### src/rtl/midi_msg_parser.sv
// MIDI channel-voice byte parser: tracks running status, filters by channel and
// holds note/velocity/gate, last controller and pitch bend as registered buses.
module midi_msg_parser #(
  parameter logic [3:0] CHANNEL = 4'd0,
  parameter bit         OMNI    = 1'b0
) (
  input  logic        i_clk,
  input  logic        i_rst,
  input  logic [7:0]  i_byte,
  input  logic        i_byte_valid,
  output logic [6:0]  o_note,
  output logic [6:0]  o_velocity,
  output logic        o_gate,
  output logic [6:0]  o_cc_num,
  output logic [6:0]  o_cc_val,
  output logic [13:0] o_bend,
  output logic        o_msg_valid
);

  typedef enum logic [1:0] {IDLE, D1, D2, SYSEX} state_t;

  state_t     state, state_n;
  logic [3:0] status, status_n;
  logic [3:0] chan, chan_n;
  logic [6:0] d1, d1_n;
  logic       rs_valid, rs_valid_n;
  logic       complete;
  logic [6:0] msg_d1, msg_d2;
  logic       one_byte_msg;
  logic       chan_ok;

  assign one_byte_msg = (status == 4'hC) || (status == 4'hD);
  assign chan_ok      = OMNI || (chan == CHANNEL);

  always_ff @(posedge i_clk or posedge i_rst) begin
    if (i_rst) begin
      state    <= IDLE;
      status   <= 4'h0;
      chan     <= 4'h0;
      d1       <= 7'h00;
      rs_valid <= 1'b0;
    end else begin
      state    <= state_n;
      status   <= status_n;
      chan     <= chan_n;
      d1       <= d1_n;
      rs_valid <= rs_valid_n;
    end
  end

  // Status bytes re-sync the parser from any state; data bytes advance it.
  always_comb begin
    state_n    = state;
    status_n   = status;
    chan_n     = chan;
    d1_n       = d1;
    rs_valid_n = rs_valid;
    complete   = 1'b0;
    msg_d1     = d1;
    msg_d2     = i_byte[6:0];
    if (i_byte_valid) begin
      if (i_byte >= 8'hF8) begin
        state_n = state;
      end else if (i_byte[7] && (i_byte[7:4] != 4'hF)) begin
        status_n   = i_byte[7:4];
        chan_n     = i_byte[3:0];
        rs_valid_n = 1'b1;
        state_n    = D1;
      end else if (i_byte == 8'hF0) begin
        rs_valid_n = 1'b0;
        state_n    = SYSEX;
      end else if (i_byte[7]) begin
        rs_valid_n = 1'b0;
        state_n    = IDLE;
      end else begin
        case (state)
          IDLE, D1: begin
            if ((state == D1) || rs_valid) begin
              if (one_byte_msg) begin
                complete = 1'b1;
                msg_d1   = i_byte[6:0];
                state_n  = IDLE;
              end else begin
                d1_n    = i_byte[6:0];
                state_n = D2;
              end
            end
          end
          D2: begin
            complete = 1'b1;
            state_n  = IDLE;
          end
          default: state_n = state;
        endcase
      end
    end
  end

  // Output buses only move when a completed message passes the channel filter.
  always_ff @(posedge i_clk or posedge i_rst) begin
    if (i_rst) begin
      o_note      <= 7'h00;
      o_velocity  <= 7'h00;
      o_gate      <= 1'b0;
      o_cc_num    <= 7'h00;
      o_cc_val    <= 7'h00;
      o_bend      <= 14'h2000;
      o_msg_valid <= 1'b0;
    end else begin
      o_msg_valid <= 1'b0;
      if (complete && chan_ok) begin
        case (status)
          4'h9, 4'h8: begin
            if ((status == 4'h9) && (msg_d2 != 7'h00)) begin
              o_note      <= msg_d1;
              o_velocity  <= msg_d2;
              o_gate      <= 1'b1;
              o_msg_valid <= 1'b1;
            end else if (o_gate && (msg_d1 == o_note)) begin
              o_gate      <= 1'b0;
              o_msg_valid <= 1'b1;
            end
          end
          4'hB: begin
            o_cc_num    <= msg_d1;
            o_cc_val    <= msg_d2;
            o_msg_valid <= 1'b1;
          end
          4'hE: begin
            o_bend      <= {msg_d2, msg_d1};
            o_msg_valid <= 1'b1;
          end
          default: o_msg_valid <= 1'b0;
        endcase
      end
    end
  end

endmodule

### config.mk
export PLATFORM = sky130hd
export DESIGN_NAME = midi_msg_parser
export DESIGN_NICKNAME = d
export VERILOG_FILES = /design/src/rtl/midi_msg_parser.sv
export SDC_FILE = /design/constraint.sdc
export NUM_CORES = 1
export LEC_CHECK = 0
export CORE_MARGIN = 2
export CORE_UTILIZATION = 50
export CTS_CLUSTER_SIZE = 40
export DETAILED_ROUTE_END_ITERATION = 10
export GPL_ROUTABILITY_DRIVEN = 0
export PLACE_DENSITY_LB_ADDON = 0.2
export SLEW_MARGIN = 20
export SYNTH_ARGS = -nofsm -noshare
export SYNTH_HDL_FRONTEND = slang
export SYNTH_SLANG_ARGS = --single-unit
### constraint.sdc
create_clock -name i_clk -period 4.35 [get_ports i_clk]
set_input_delay 0.435 -clock i_clk [delete_from_list [all_inputs] [get_ports i_clk]]
set_output_delay 0.435 -clock i_clk [all_outputs]
set_load 0.05 [all_outputs]
Word level (Yosys, flattened, before mapping)
Index checks and enable logic that the tools add are counted.

Word-level logic and storage cells: 84. Register bits: 62. Input port bits: 11.

Reductions and logical operators: 23. $lt $le $gt $ge: 1. Eq/ne operators: 12. Bitwise logic cells: 5. Mux-type cells: 31.

Operators with widths (count): 7-bit two-way mux (8); 4-bit == test, second input constant (6); 1-bit two-way mux (15); 3-bit AND reduction (4); 2-bit two-way mux (5); 8-bit == test, second input constant (1); 8-bit >= comparator, second input constant (1); 8-bit AND reduction (1); 7-bit == test (1); 7-bit nonzero test (1); 2-bit OR reduction (3); 5-bit != test, second input constant (1); 1-bit NOT (5); 5-bit nonzero test (1); 1-bit logical AND (4); 4-bit logical NOT (1); 4-bit != test, second input constant (1); 1-bit one-hot mux with 2 select lines (2); 2-bit one-hot mux with 2 select lines (1); 2-bit AND reduction (2); 4-bit AND reduction (1); 3-bit nonzero test (1); 2-bit by 1-bit == test with 1-bit output, second input constant (1); 2-bit == test, second input constant (1); 3 further kinds (4).

Logic depth before layout (Yosys ltp)
Depth after elaboration: 16. Gate-level depth with buffers: 7. Gate-level depth less buffers: 5.

Worst setup path before layout
OpenSTA, ideal clock, no wires.

Kind: flip-flop to flip-flop. Start: register chan[1]. End: register o_bend[7]. Arrival time: 1886 ps. Required time: 4225 ps. Period minus slack after synthesis: 2010 ps. Setup time: 125 ps. Cell stages (with the launch flop): 7. Setup slack: 2340 ps. Cells stage by stage: dfrtp_1 > nor4_1 > and4b_1 > nand2_1 > nor3b_2 > buf_4 > mux2_2.

Longest elaborated chain between the ends: 3.

Ends and longest elaborated chain: from (decl) (line 24) `logic [3:0] chan, chan_n;`; from (signal assigned) (line 45) `chan <= chan_n;`; 4-bit logical NOT (line 33) `assign chan_ok = OMNI || (chan == CHANNEL);`; 1-bit logical AND (line 111) `if (complete && chan_ok) begin`; 2-bit AND reduction (no source line); to (signal assigned) (line 130) `o_bend <= {msg_d2, msg_d1};`; to (decl) (line 16) `output logic [13:0] o_bend,`.

Every way passes these cells. A chain may end at the register's enable or synchronous reset.

Worst setup path in the final report
Start: input port i_byte[1]. End: register o_msg_valid.

Longest elaborated chain between the ends: 14. Elaborated cells on any way between the ends: 23.

Ends and longest elaborated chain: from (decl) (line 9) `input logic [7:0] i_byte,`; 7-bit two-way mux (line 79) `if (one_byte_msg) begin`; 7-bit two-way mux (line 78) `if ((state == D1) || rs_valid) begin`; 7-bit two-way mux (line 76) `case (state)`; 7-bit two-way mux (line 72) `end else if (i_byte[7]) begin`; 7-bit two-way mux (line 69) `end else if (i_byte == 8'hF0) begin`; 7-bit two-way mux (line 64) `end else if (i_byte[7] && (i_byte[7:4] != 4'hF)) begin`; 7-bit two-way mux (line 62) `if (i_byte >= 8'hF8) begin`; 7-bit two-way mux (line 61) `if (i_byte_valid) begin`; 7-bit == test (line 119) `end else if (o_gate && (msg_d1 == o_note)) begin`; 1-bit logical AND (line 119); 1-bit two-way mux (line 119); 1-bit two-way mux (line 114) `if ((status == 4'h9) && (msg_d2 != 7'h00)) begin`; 1-bit one-hot mux with 2 select lines (line 112) `case (status)`; 1-bit two-way mux (*) (line 111); to (signal assigned) (line 110) `o_msg_valid <= 1'b0;`; to (signal assigned) (line 118) `o_msg_valid <= 1'b1;`; to (signal assigned) (line 121) `o_msg_valid <= 1'b1;`; to (decl) (line 17) `output logic o_msg_valid`.

Every way passes the cells marked *; elsewhere a longest branch is shown, timed or not.

==> results by group <==
Routing
  – Routed wire length: 6.03 mm
  – Wire length per cell: 17.6 um
  – Routed wire length on met3: 209 um
  – DRC marker count from the first detailed-route iteration: 65
  – Top metal layer carrying routed signals: met4
  – DR WL met2: 2.97 mm
  – Via count: 1886
  – Via density per instance: 5.50
  – Antenna Nets Post-Route: 0
  – Number of search-and-repair iterations in the first detailed-routing pass: 4
  – Routed metal-1 wirelength: 2.73 mm
  – Total DRC errors in the routed layout: 0

Timing
  – Hold Violations, Final: 0
  – Remaining max-slew budget at the tightest pin: 44.5%
  – Setup skew after layout: 7.66 ps
  – Hold WS: 506 ps
  – Fmax: 403 MHz
  – Unrepaired setup endpoints after global routing: false
  – # setup viols final: 0
  – Final min period: 2480 ps
  – Number of pins with negative max-slew slack in the final report: 0
  – Final worst-path cycle share: 57.0%
  – Total negative slack for setup checks: 0 ps
  – Worst-margin pin slew: 831 ps
  – Setup ws final: 1870 ps

Synthesis
  – Leading register cell type out of synthesis: sky130_fd_sc_hd__dfrtp_1
  – Seq cells post-synth: 62
  – Share of flip-flops with an asynchronous set or reset after synthesis: 100%
  – Number of library cell types mapped by synthesis: 43
  – Gate Count Post-Synth: 206
  – Count of yosys warnings during synthesis: 0
  – Cell taking the most area after synthesis: sky130_fd_sc_hd__dfrtp_1
  – Sequential-to-total area share from yosys stat: 54.1%
  – Share of Yosys cell area claimed by the top area cell type: 53.2%
  – Average cell area after synthesis: 13.9 um^2
  – Number of enable flip-flop cells after synthesis: 0
  – Largest cells by area after synthesis: sky130_fd_sc_hd__dfrtp_1 (53%), sky130_fd_sc_hd__mux2_2 (20%), sky130_fd_sc_hd__mux2_4 (4.7%)
  – Netlist area before placement: 2870 um^2
  – Number of nets produced by synthesis: 217

Floorplanning
  – Die height: 79.8 um
  – Floorplan die width: 79.8 um
  – Core region area: 5540 um^2
  – Initial Utilization: 51.8%
  – Total Die Area: 6360 um^2
  – Cell row count: 27
  – Number of top-level pins: 55

Pwr
  – Leakage power summed over all cells: 1.64 nW
  – Cell area power density: 438 nW/um^2
  – Peak ir drop on the vdd network: 0.261 mV
  – Total chip power: 0.00163 W
  – Switching share of total power: 28.2%
  – Switching power summed over all nets: 0.000458 W
  – Comb pwr share: 20.2%
  – Clock share of power: 36.4%
  – Internal power component: 0.00117 W
  – Share of total power in sequential cells: 43.4%

Clock network
  – Post-CTS resize count: 0
  – Worst-case clock buffer depth: 2
  – Total number of clock tree sinks: 62
  – Clock Pin Slew Worst Setup and Hold Paths: 60 ps
  – Clock tree from TritonCTS: yes
  – Post-CTS setup buffer count: 0
  – Clock buffers created by TritonCTS: 9
  – Number of H-tree levels: 3
  – Number of hold-repair buffers added at the cts stage: 0
  – Worst-skew pair later-pin latency: 350 ps
  – Clock tree root buffer cell: sky130_fd_sc_hd__clkbuf_8

Final layout
  – Count of non-filler cells in the finished layout: 343
  – Filler cell count in the final layout: 435
  – Multi-input gate area in the final layout: 1240 um^2
  – Diode insertion count for antenna repair: 0
  – Area Overhead vs Synth: 29.4%
  – Number of nets in the layout: 277
  – Ratio of cells with drive above 1 in the final layout: 34.3%
  – Sequential cell area: 1550 um^2

Flow run
  – # Max-Cap Violations: 0

Worst hold path
  – Worst min-delay path class: flip-flop to flip-flop

Global route
  – Global-route congestion overflow total: 0
  – Pin count of the biggest net entering global routing: 63
  – Total routing usage reported by global routing: 21.5%
  – Number of global-route vias before repair: 1986
  – First-pass GRT wire length: 10.1 mm
  – Number of antenna violations at the first check in global routing: 0

Placed design
  – Placement Setup Slack: 1490 ps
  – Inst Count DP: 327
  – HPWL after detailed placement: 4.03 mm
  – Quantity of I/O buffers inserted on ports: 54

Setup path
  – Signal arrival time at the worst endpoint: 2690 ps
  – Worst EP required: 4560 ps
  – CP Launch Type: primary input
  – Flop2flop setup slack: 2000 ps
  – Critical path fanouts, max: 16
  – Setup CP Type: primary input to flip-flop
  – CP endpoint kind: flip-flop

Status
  – Status: completed
-- path summary, 6_finish.rpt --
kind,end,cells after the start,startpoint
max,o_msg_valid$_DFF_PP0_,6,i_byte[1]
min,o_bend[11]$_DFFE_PP0P_,1,o_bend[11]$_DFFE_PP0P_
max reg2reg,o_bend[1]$_DFFE_PP0P_,6,chan[1]$_DFFE_PP0P_
min reg2reg,o_bend[11]$_DFFE_PP0P_,1,o_bend[11]$_DFFE_PP0P_
max in group asynchronous,status[2]$_DFFE_PP0P_,3,i_rst
min in group asynchronous,o_bend[8]$_DFFE_PP0P_,3,i_rst
-- cell usage in the layout (no fill, tap or decap), types with 2 or more instances in the layout --
cell                              synthesis  final
sky130_fd_sc_hd__xnor2_1                  5      5
sky130_fd_sc_hd__dfrtp_1                 61     61
sky130_fd_sc_hd__clkdlybuf4s50_1          0     54
sky130_fd_sc_hd__clkbuf_8                 0     12
sky130_fd_sc_hd__o21bai_1                 2      2
sky130_fd_sc_hd__mux2_2                  52     52
sky130_fd_sc_hd__nor3b_2                  2      2
sky130_fd_sc_hd__o2111ai_1                2      2
sky130_fd_sc_hd__inv_1                    6      5
sky130_fd_sc_hd__a21oi_1                  6      6
sky130_fd_sc_hd__nor2b_1                  6      6
sky130_fd_sc_hd__nand2b_1                 3      3
sky130_fd_sc_hd__nor2_1                   3      3
sky130_fd_sc_hd__nand4_1                  3      3
sky130_fd_sc_hd__bufinv_16                0      2
sky130_fd_sc_hd__or4_1                    2      2
sky130_fd_sc_hd__nand2_1                  4      4
sky130_fd_sc_hd__xor2_1                   4      4
sky130_fd_sc_hd__nor3_1                   3      3
sky130_fd_sc_hd__o21ai_0                  2      2
sky130_fd_sc_hd__mux2_4                   9      9
sky130_fd_sc_hd__buf_4                    2      5
-- power groups by stage --
stage	clock network [W]	logic [W]	registers, W
detailed placement	0	0.000330	0.000716
global placement	0	0.000324	0.000712
finish	0.000591	0.000329	0.000706
global route	0.000633	0.000356	0.000716
CTS	0.000604	0.000331	0.000706
floorplan	0	0.000198	0.000749
-- worst max-delay path, stage by stage --
cell and delay, ps:
sky130_fd_sc_hd__clkdlybuf4s50_1 590, sky130_fd_sc_hd__or4_4 610, sky130_fd_sc_hd__o41ai_4 270, sky130_fd_sc_hd__nor4b_4 80
sky130_fd_sc_hd__buf_4 230, sky130_fd_sc_hd__or4_1 480
-- synthesized netlist by cell type, types with 3 or more instances --
| master | count |
|---|---|
| sky130_fd_sc_hd__nor3_1 | 3 |
| sky130_fd_sc_hd__nor2_1 | 3 |
| sky130_fd_sc_hd__clkbuf_1 | 3 |
| sky130_fd_sc_hd__nand2b_1 | 3 |
| sky130_fd_sc_hd__xnor2_1 | 5 |
| sky130_fd_sc_hd__xor2_1 | 4 |
| sky130_fd_sc_hd__a21oi_1 | 6 |
| sky130_fd_sc_hd__inv_1 | 6 |
| sky130_fd_sc_hd__mux2_4 | 9 |
| sky130_fd_sc_hd__nor2b_1 | 6 |
| sky130_fd_sc_hd__nand2_1 | 4 |
| sky130_fd_sc_hd__dfrtp_1 | 61 |
| sky130_fd_sc_hd__buf_2 | 4 |
| sky130_fd_sc_hd__mux2_2 | 52 |
| sky130_fd_sc_hd__nand4_1 | 3 |
-- layer usage --
layer | vias to the layer above | GRT usage (%)
li1 | 867 | -
met1 | 967 | 28.7
met2 | 41 | 32.2
met3 | 11 | 6.33
met4 | 0 | 10.7
met5 | - | 0
-- through the flow --
stage | util, % | area (um^2)
global route | 67.1 | 3710
detailed placement | 62.8 | 3480
floorplan | - | 2870
global placement | 62.8 | 3480
CTS | 67.1 | 3710
finish | 67.1 | 3710
-- state kept, by name, indices dropped and copies added, names as in the netlist --
signal / flops
status: 4
o_note: 7
o_bend: 14
state: 2
o_velocity: 7
chan: 4
o_cc_val: 7
d1: 7
rs_valid: 1
o_cc_num: 7
o_gate: 1
o_msg_valid: 1
-- logic make-up (layout without fill, tap and decap cells) --
family | Yosys count | count (layout) | synth area share, %
flops | 62 | 62 | 54.1
compound gates | 23 | 23 | 6.76
xor+xnor | 9 | 9 | 2.75
buf+inv | 16 | 81 | 2.79
simple gates | 35 | 35 | 8.50
mux | 61 | 61 | 25.1
-- cell type report --
type | count | share of cell area (%)
Sequential cell | 62 | 41.8
Multi-Input combinational cell | 128 | 33.3
Timing Repair Buffer | 59 | 15.6
Clock buffer | 13 | 4.55
Tap cell | 72 | 2.43
Clock inverter | 3 | 1.75
Inverter | 6 | 0.606
(Power assumes the default switching activity.)
